**config.mk**
```make
export PLATFORM = sky130hd
export DESIGN_NAME = hazard_unit
export DESIGN_NICKNAME = d
export VERILOG_FILES = /design/src/rtl/hazard_unit.sv
export SDC_FILE = /design/constraint.sdc
export NUM_CORES = 1
export LEC_CHECK = 0
export ABC_AREA = 1
export BUFFER_PORTS_ARGS = -buffer_cell sky130_fd_sc_hd__clkbuf_2
export CAP_MARGIN = 20
export CORE_AREA = 2 2 39 41
export DETAILED_ROUTE_END_ITERATION = 7
export DIE_AREA = 0 0 41 43
export PLACE_DENSITY = 0.69
export SYNTH_ARGS = -nofsm -noshare
export SYNTH_HDL_FRONTEND = slang
export SYNTH_SLANG_ARGS = --single-unit
```
**constraint.sdc**
```tcl
create_clock -name CLK -period 1.5 [get_ports CLK]
set_clock_uncertainty 0.2 [all_clocks]
set_input_delay 0.15 -clock CLK [delete_from_list [all_inputs] [get_ports CLK]]
set_output_delay 0.15 -clock CLK [all_outputs]
set_load 0.05 [all_outputs]
```
**src/rtl/hazard_unit.sv**
```systemverilog
// rtl/hazard_unit.sv - stall/flush controller for the 5-stage pipeline; HAZARD_STATS_EN adds hazard counters
module hazard_unit #(
    parameter int STAT_W = 32
) (
    input  logic              CLK,
    input  logic              RST,
    input  logic              ihit,
    input  logic              dhit,
    input  logic              exmem_dREN,
    input  logic              exmem_dWEN,
    input  logic              idex_MemRead,
    input  logic [4:0]        idex_wsel,
    input  logic [4:0]        ifid_rs,
    input  logic [4:0]        ifid_rt,
    input  logic              ifid_uses_rt,
    input  logic              redirect,
    input  logic              halt,
    output logic              pc_en,
    output logic              ifid_en,
    output logic              idex_en,
    output logic              exmem_en,
    output logic              memwb_en,
    output logic              ifid_flush,
    output logic              idex_flush,
    output logic              exmem_flush,
    output logic              halted,
`ifdef HAZARD_STATS_EN
    output logic [STAT_W-1:0] stall_cycles,
    output logic [STAT_W-1:0] lu_count,
    output logic [STAT_W-1:0] flush_count,
`endif
    output logic [1:0]        state_o
);

    typedef enum logic [1:0] {
        RUN     = 2'd0,
        MEMWAIT = 2'd1,
        LUSTALL = 2'd2,
        HALTED  = 2'd3
    } state_t;

    state_t state, state_next;

    logic memstall;
    logic lu;
    logic redirect_taken;

    assign memstall = (exmem_dREN | exmem_dWEN) & ~dhit;

    // A $zero destination never creates a real dependence.
    assign lu = idex_MemRead && (idex_wsel != 5'd0) &&
                ((idex_wsel == ifid_rs) || (ifid_uses_rt && (idex_wsel == ifid_rt)));

    always_ff @(posedge CLK or posedge RST) begin
        if (RST) begin
            state <= RUN;
        end else begin
            state <= state_next;
        end
    end

    assign state_o = state;

    always_comb begin
        pc_en          = 1'b1;
        ifid_en        = 1'b1;
        idex_en        = 1'b1;
        exmem_en       = 1'b1;
        memwb_en       = 1'b1;
        ifid_flush     = 1'b0;
        idex_flush     = 1'b0;
        exmem_flush    = 1'b0;
        halted         = 1'b0;
        redirect_taken = 1'b0;
        state_next     = state;

        if (RST) begin
            pc_en      = 1'b0;
            ifid_en    = 1'b0;
            idex_en    = 1'b0;
            exmem_en   = 1'b0;
            memwb_en   = 1'b0;
            state_next = RUN;
        end else if (state == HALTED) begin
            pc_en      = 1'b0;
            ifid_en    = 1'b0;
            idex_en    = 1'b0;
            exmem_en   = 1'b0;
            memwb_en   = 1'b0;
            halted     = 1'b1;
            state_next = HALTED;
        end else if (memstall) begin
            // Whole pipe freezes; a pending fetch miss is irrelevant here.
            pc_en      = 1'b0;
            ifid_en    = 1'b0;
            idex_en    = 1'b0;
            exmem_en   = 1'b0;
            memwb_en   = 1'b0;
            state_next = MEMWAIT;
        end else if (halt) begin
            // Let the halt retire into MEM/WB, then stop everything.
            pc_en      = 1'b0;
            ifid_en    = 1'b0;
            idex_en    = 1'b0;
            exmem_en   = 1'b0;
            state_next = HALTED;
        end else if (redirect) begin
            ifid_flush     = 1'b1;
            idex_flush     = 1'b1;
            exmem_flush    = 1'b1;
            redirect_taken = 1'b1;
            state_next     = RUN;
        end else if (lu && (state == RUN)) begin
            // LUSTALL ignores lu so each load inserts exactly one bubble.
            pc_en      = 1'b0;
            ifid_en    = 1'b0;
            idex_flush = 1'b1;
            state_next = LUSTALL;
        end else if (!ihit) begin
            pc_en      = 1'b0;
            ifid_flush = 1'b1;
            state_next = RUN;
        end else begin
            state_next = RUN;
        end
    end

`ifdef HAZARD_STATS_EN
    logic [STAT_W-1:0] stat_max;
    assign stat_max = {STAT_W{1'b1}};

    always_ff @(posedge CLK or posedge RST) begin
        if (RST) begin
            stall_cycles <= '0;
            lu_count     <= '0;
            flush_count  <= '0;
        end else if (state != HALTED) begin
            if (!pc_en && (stall_cycles != stat_max)) begin
                stall_cycles <= stall_cycles + 1'b1;
            end
            if ((state != LUSTALL) && (state_next == LUSTALL) && (lu_count != stat_max)) begin
                lu_count <= lu_count + 1'b1;
            end
            if (redirect_taken && (flush_count != stat_max)) begin
                flush_count <= flush_count + 1'b1;
            end
        end
    end
`else
    logic [STAT_W-1:0] unused_stat_w;
    logic              unused_redirect_taken;
    assign unused_stat_w         = '0;
    assign unused_redirect_taken = redirect_taken;
`endif

endmodule

```
==> summary.txt <==
======================================================================================
Run status .............................................................. complete, but fails checks
Violations in the final reports ......................................... setup timing
Vias in the first global route ..........................................          618
Initial antenna violation count .........................................            0
H-Tree Level Count ......................................................            1
Crit end category .......................................................   output pin
Yosys Warn Count ........................................................            0
Maximum number of pins on one net before global-route repair ............            6
Number of endpoints failing setup at the final stage ....................            8
Shortest period the worst path allows ...................................      1.85 ns
Die area ................................................................   1760 sq um
Sequential cell area fraction in the yosys report .......................        0.117
Ratio of routed vias to standard cells ..................................         4.24
Layout-stage area growth over the synthesis result ......................         117%
Library cell with the largest summed area after synthesis ............... sky130_fd_sc_hd__nand2_1
Post-synthesis cell area ................................................    427 sq um
Routed length per instance .............................................. 9.00 microns
Post-detailed-route count of antenna-violating nets .....................            0
Via count of the routed design ..........................................          645
Share of the cycle needed by the critical path after routing ............         1.24
Maximum Capacitance Violations ..........................................            0
Leakage power of the design .............................................     0.544 nW
Detailed Route WL .......................................................      1.37 mm
WP data arrival .........................................................      1.50 ns
Setup CP Type ...........................................................      reg2out
Largest fanout on the critical path .....................................            3
Longest Clk Path Bufs ...................................................            2
CTS Buf Count ...........................................................            3
Ports ...................................................................           36
Fillcell total ..........................................................          119
Post-synthesis average cell area ........................................   4.90 sq um
Count of endpoints failing hold in the final timing report ..............            0
Post-layout power .......................................................     0.467 mW
# diodes ................................................................            0
Cells after Synth .......................................................           87
Number of pins with negative max-slew slack in the final report .........            0
Number of cell instances on the worst register-to-register path .........            9
Wire length of the first global-routing pass ............................      2.21 mm
Fraction of layout cells with a size suffix above 1 .....................        0.566
Worst ir drop on vdd ....................................................       472 uV
RSZ-0062 raised after global routing ....................................          yes
Starting density of the core ............................................        0.308
Vertical die dimension ..................................................   43 microns
Final global-route overflow total .......................................            0
Power per unit of standard cell area ....................................  503 nW/um^2
Sinks on the clock net ..................................................            2
Type of element launching the critical path .............................     register
Number of distinct standard cells referenced by the synthesized netlist .           17
Max-slew headroom .......................................................        0.814
Violation count after the first detailed-routing iteration ..............            4
Clock tree from TritonCTS ...............................................          yes
Upper clock frequency limit .............................................    0.540 GHz
IO Port Bufs ............................................................           35
Post-route DRC ..........................................................            0
Final core occ ..........................................................        0.670
Area share of the largest cell type after synthesis .....................        0.255
Core Area ...............................................................   1380 sq um
Post-synthesis register bit count .......................................            2
Weighted congestion reported at the end of routability-driven placement .        0.709
Required time of the worst setup path ...................................      1.15 ns
Total Routing Usage GR ..................................................        0.190
Count of standard-cell rows .............................................           14
Number of flip-flops in the largest register ............................            2
Transition at the pin with the smallest max-transition slack ............     0.279 ns
Final setup slack of the worst path .....................................    -0.353 ns
Master cell of the clock root buffer .................................... sky130_fd_sc_hd__clkbuf_4
Kind of path behind the tightest hold check .............................       in2reg
Net count of the mapped netlist .........................................          112
Later-pin clock latency in the skew report ..............................      0.25 ns
Clock-pin transition on the worst setup and hold timing paths ...........      0.04 ns
Count of nets after finishing ...........................................          163
Cell depth of the worst hold path .......................................            5
Cells taking the most area after synthesis .............................. sky130_fd_sc_hd__nand2_1 26%, sky130_fd_sc_hd__inv_1 16%, sky130_fd_sc_hd__nor2_1 14%
Iteration count of the initial detailed-routing pass ....................            3
Detail Placement HPWL ...................................................  977 microns
Horiz. Die Dim ..........................................................   41 microns
======================================================================================
path summary, 6_finish.rpt:
| check | start | endpoint | slack [ns] |
|---|---|---|---|
| max in group asynchronous | RST | state_o[1]$_DFF_PP0_ | 0.74 |
| min in group asynchronous | RST | state_o[0]$_DFF_PP0_ | 0.22 |
| worst max register to register | state_o[1]$_DFF_PP0_ | state_o[1]$_DFF_PP0_ | 0.05 |
| worst max-delay path | state_o[0]$_DFF_PP0_ | pc_en | -0.35 |
| worst min register to register | state_o[1]$_DFF_PP0_ | state_o[1]$_DFF_PP0_ | 0.54 |
| worst min-delay path | halt | state_o[1]$_DFF_PP0_ | 0.05 |
per-stage QoR:
| stage | cells | hold slack, ns | setup TNS [ns] | setup WS (ns) | cell area (sq um) |
|---|---|---|---|---|---|
| floorplan | 87 | -0.293 | -2.28 | -0.352 | 485 |
| global route | 152 | 0.0964 | -2.85 | -0.417 | 927 |
| global placement | 144 | -0.135 | -0.898 | -0.182 | 726 |
| CTS | 152 | 0.0494 | -2.29 | -0.338 | 916 |
| finish | 152 | 0.0510 | -2.29 | -0.353 | 927 |
| detailed placement | 144 | -0.136 | -1.21 | -0.238 | 726 |
power breakdown:
group | internal [mW] | switching, mW
clock network | 0.0894 | 0.0454
logic | 0.118 | 0.153
registers | 0.0587 | 0.00243
metal layers:
metal | vias to the layer above | part of all wire | global-route usage
met5 | - | 0 | 0
met4 | 0 | 0.019 | 0.120
met3 | 2 | 0.064 | 0.0314
met2 | 22 | 0.56 | 0.341
met1 | 270 | 0.36 | 0.180
li1 | 351 | - | -
synthesized netlist by cell type (all sizes together):
master	instances
dfrtp	2
buf	1
a21oi	1
nand4	1
nand3	4
nor2	18
xnor2	1
clkinv	1
nand2	34
nor3	2
inv	22
worst max-delay path: stages, from the launching register on:
cell	delay [ns]
sky130_fd_sc_hd__dfrtp_2	0.39
sky130_fd_sc_hd__nand2_2	0.08
sky130_fd_sc_hd__inv_2	0.05
sky130_fd_sc_hd__nor3_4	0.19
sky130_fd_sc_hd__nand2_2	0.13
sky130_fd_sc_hd__clkinv_4	0.09
sky130_fd_sc_hd__nand2_8	0.07
sky130_fd_sc_hd__nor2_4	0.11
sky130_fd_sc_hd__buf_8	0.15
logic make-up after synthesis:
family	after synthesis	synth area share
xor gates and xnor gates	1	0.0205
and+or+nand+nor	59	0.631
AOI/OAI and AO/OA	1	0.0117
buffers and inverters	24	0.220
DFF	2	0.117
layout by cell type, fill, tap and decap left out:
cell and count:
sky130_fd_sc_hd__nand3_2 1, sky130_fd_sc_hd__nand2_1 26, sky130_fd_sc_hd__buf_8 7, sky130_fd_sc_hd__nor2_1 12
sky130_fd_sc_hd__inv_1 15, sky130_fd_sc_hd__clkinv_4 1, sky130_fd_sc_hd__inv_2 6, sky130_fd_sc_hd__nand3_1 2
sky130_fd_sc_hd__xnor2_1 1, sky130_fd_sc_hd__buf_6 1, sky130_fd_sc_hd__nor3_4 2, sky130_fd_sc_hd__nand3_4 1
sky130_fd_sc_hd__nand4_1 1, sky130_fd_sc_hd__nand2_2 7, sky130_fd_sc_hd__a21oi_2 1, sky130_fd_sc_hd__nor2_2 3
sky130_fd_sc_hd__nor2_4 3, sky130_fd_sc_hd__dfrtp_2 2, sky130_fd_sc_hd__clkbuf_4 3, sky130_fd_sc_hd__clkbuf_16 2
sky130_fd_sc_hd__nand2_8 1, sky130_fd_sc_hd__dlygate4sd3_1 2, sky130_fd_sc_hd__clkbuf_2 26, sky130_fd_sc_hd__buf_4 9
sky130_fd_sc_hd__clkinvlp_4 1
layout make-up:
| class | count | area (sq um) | area share |
|---|---|---|---|
| flip-flops and latches | 2 | 52.6 | 0.0567 |
| repair buffers | 47 | 384 | 0.414 |
| multi-input cells | 61 | 353 | 0.381 |
| well taps | 16 | 20.0 | 0.0216 |
| clock buffers | 3 | 22.5 | 0.0243 |
| inverters | 23 | 95.1 | 0.103 |
timing repair:
item,in CTS,in global routing
gates resized for setup,25,8
hold buffers,2,0
buffers inserted,3,0
endpoints found under the hold margin,3,0
endpoints found under the setup margin,9,10
pin swaps,6,1
Power figures use the tool's default switching activity.
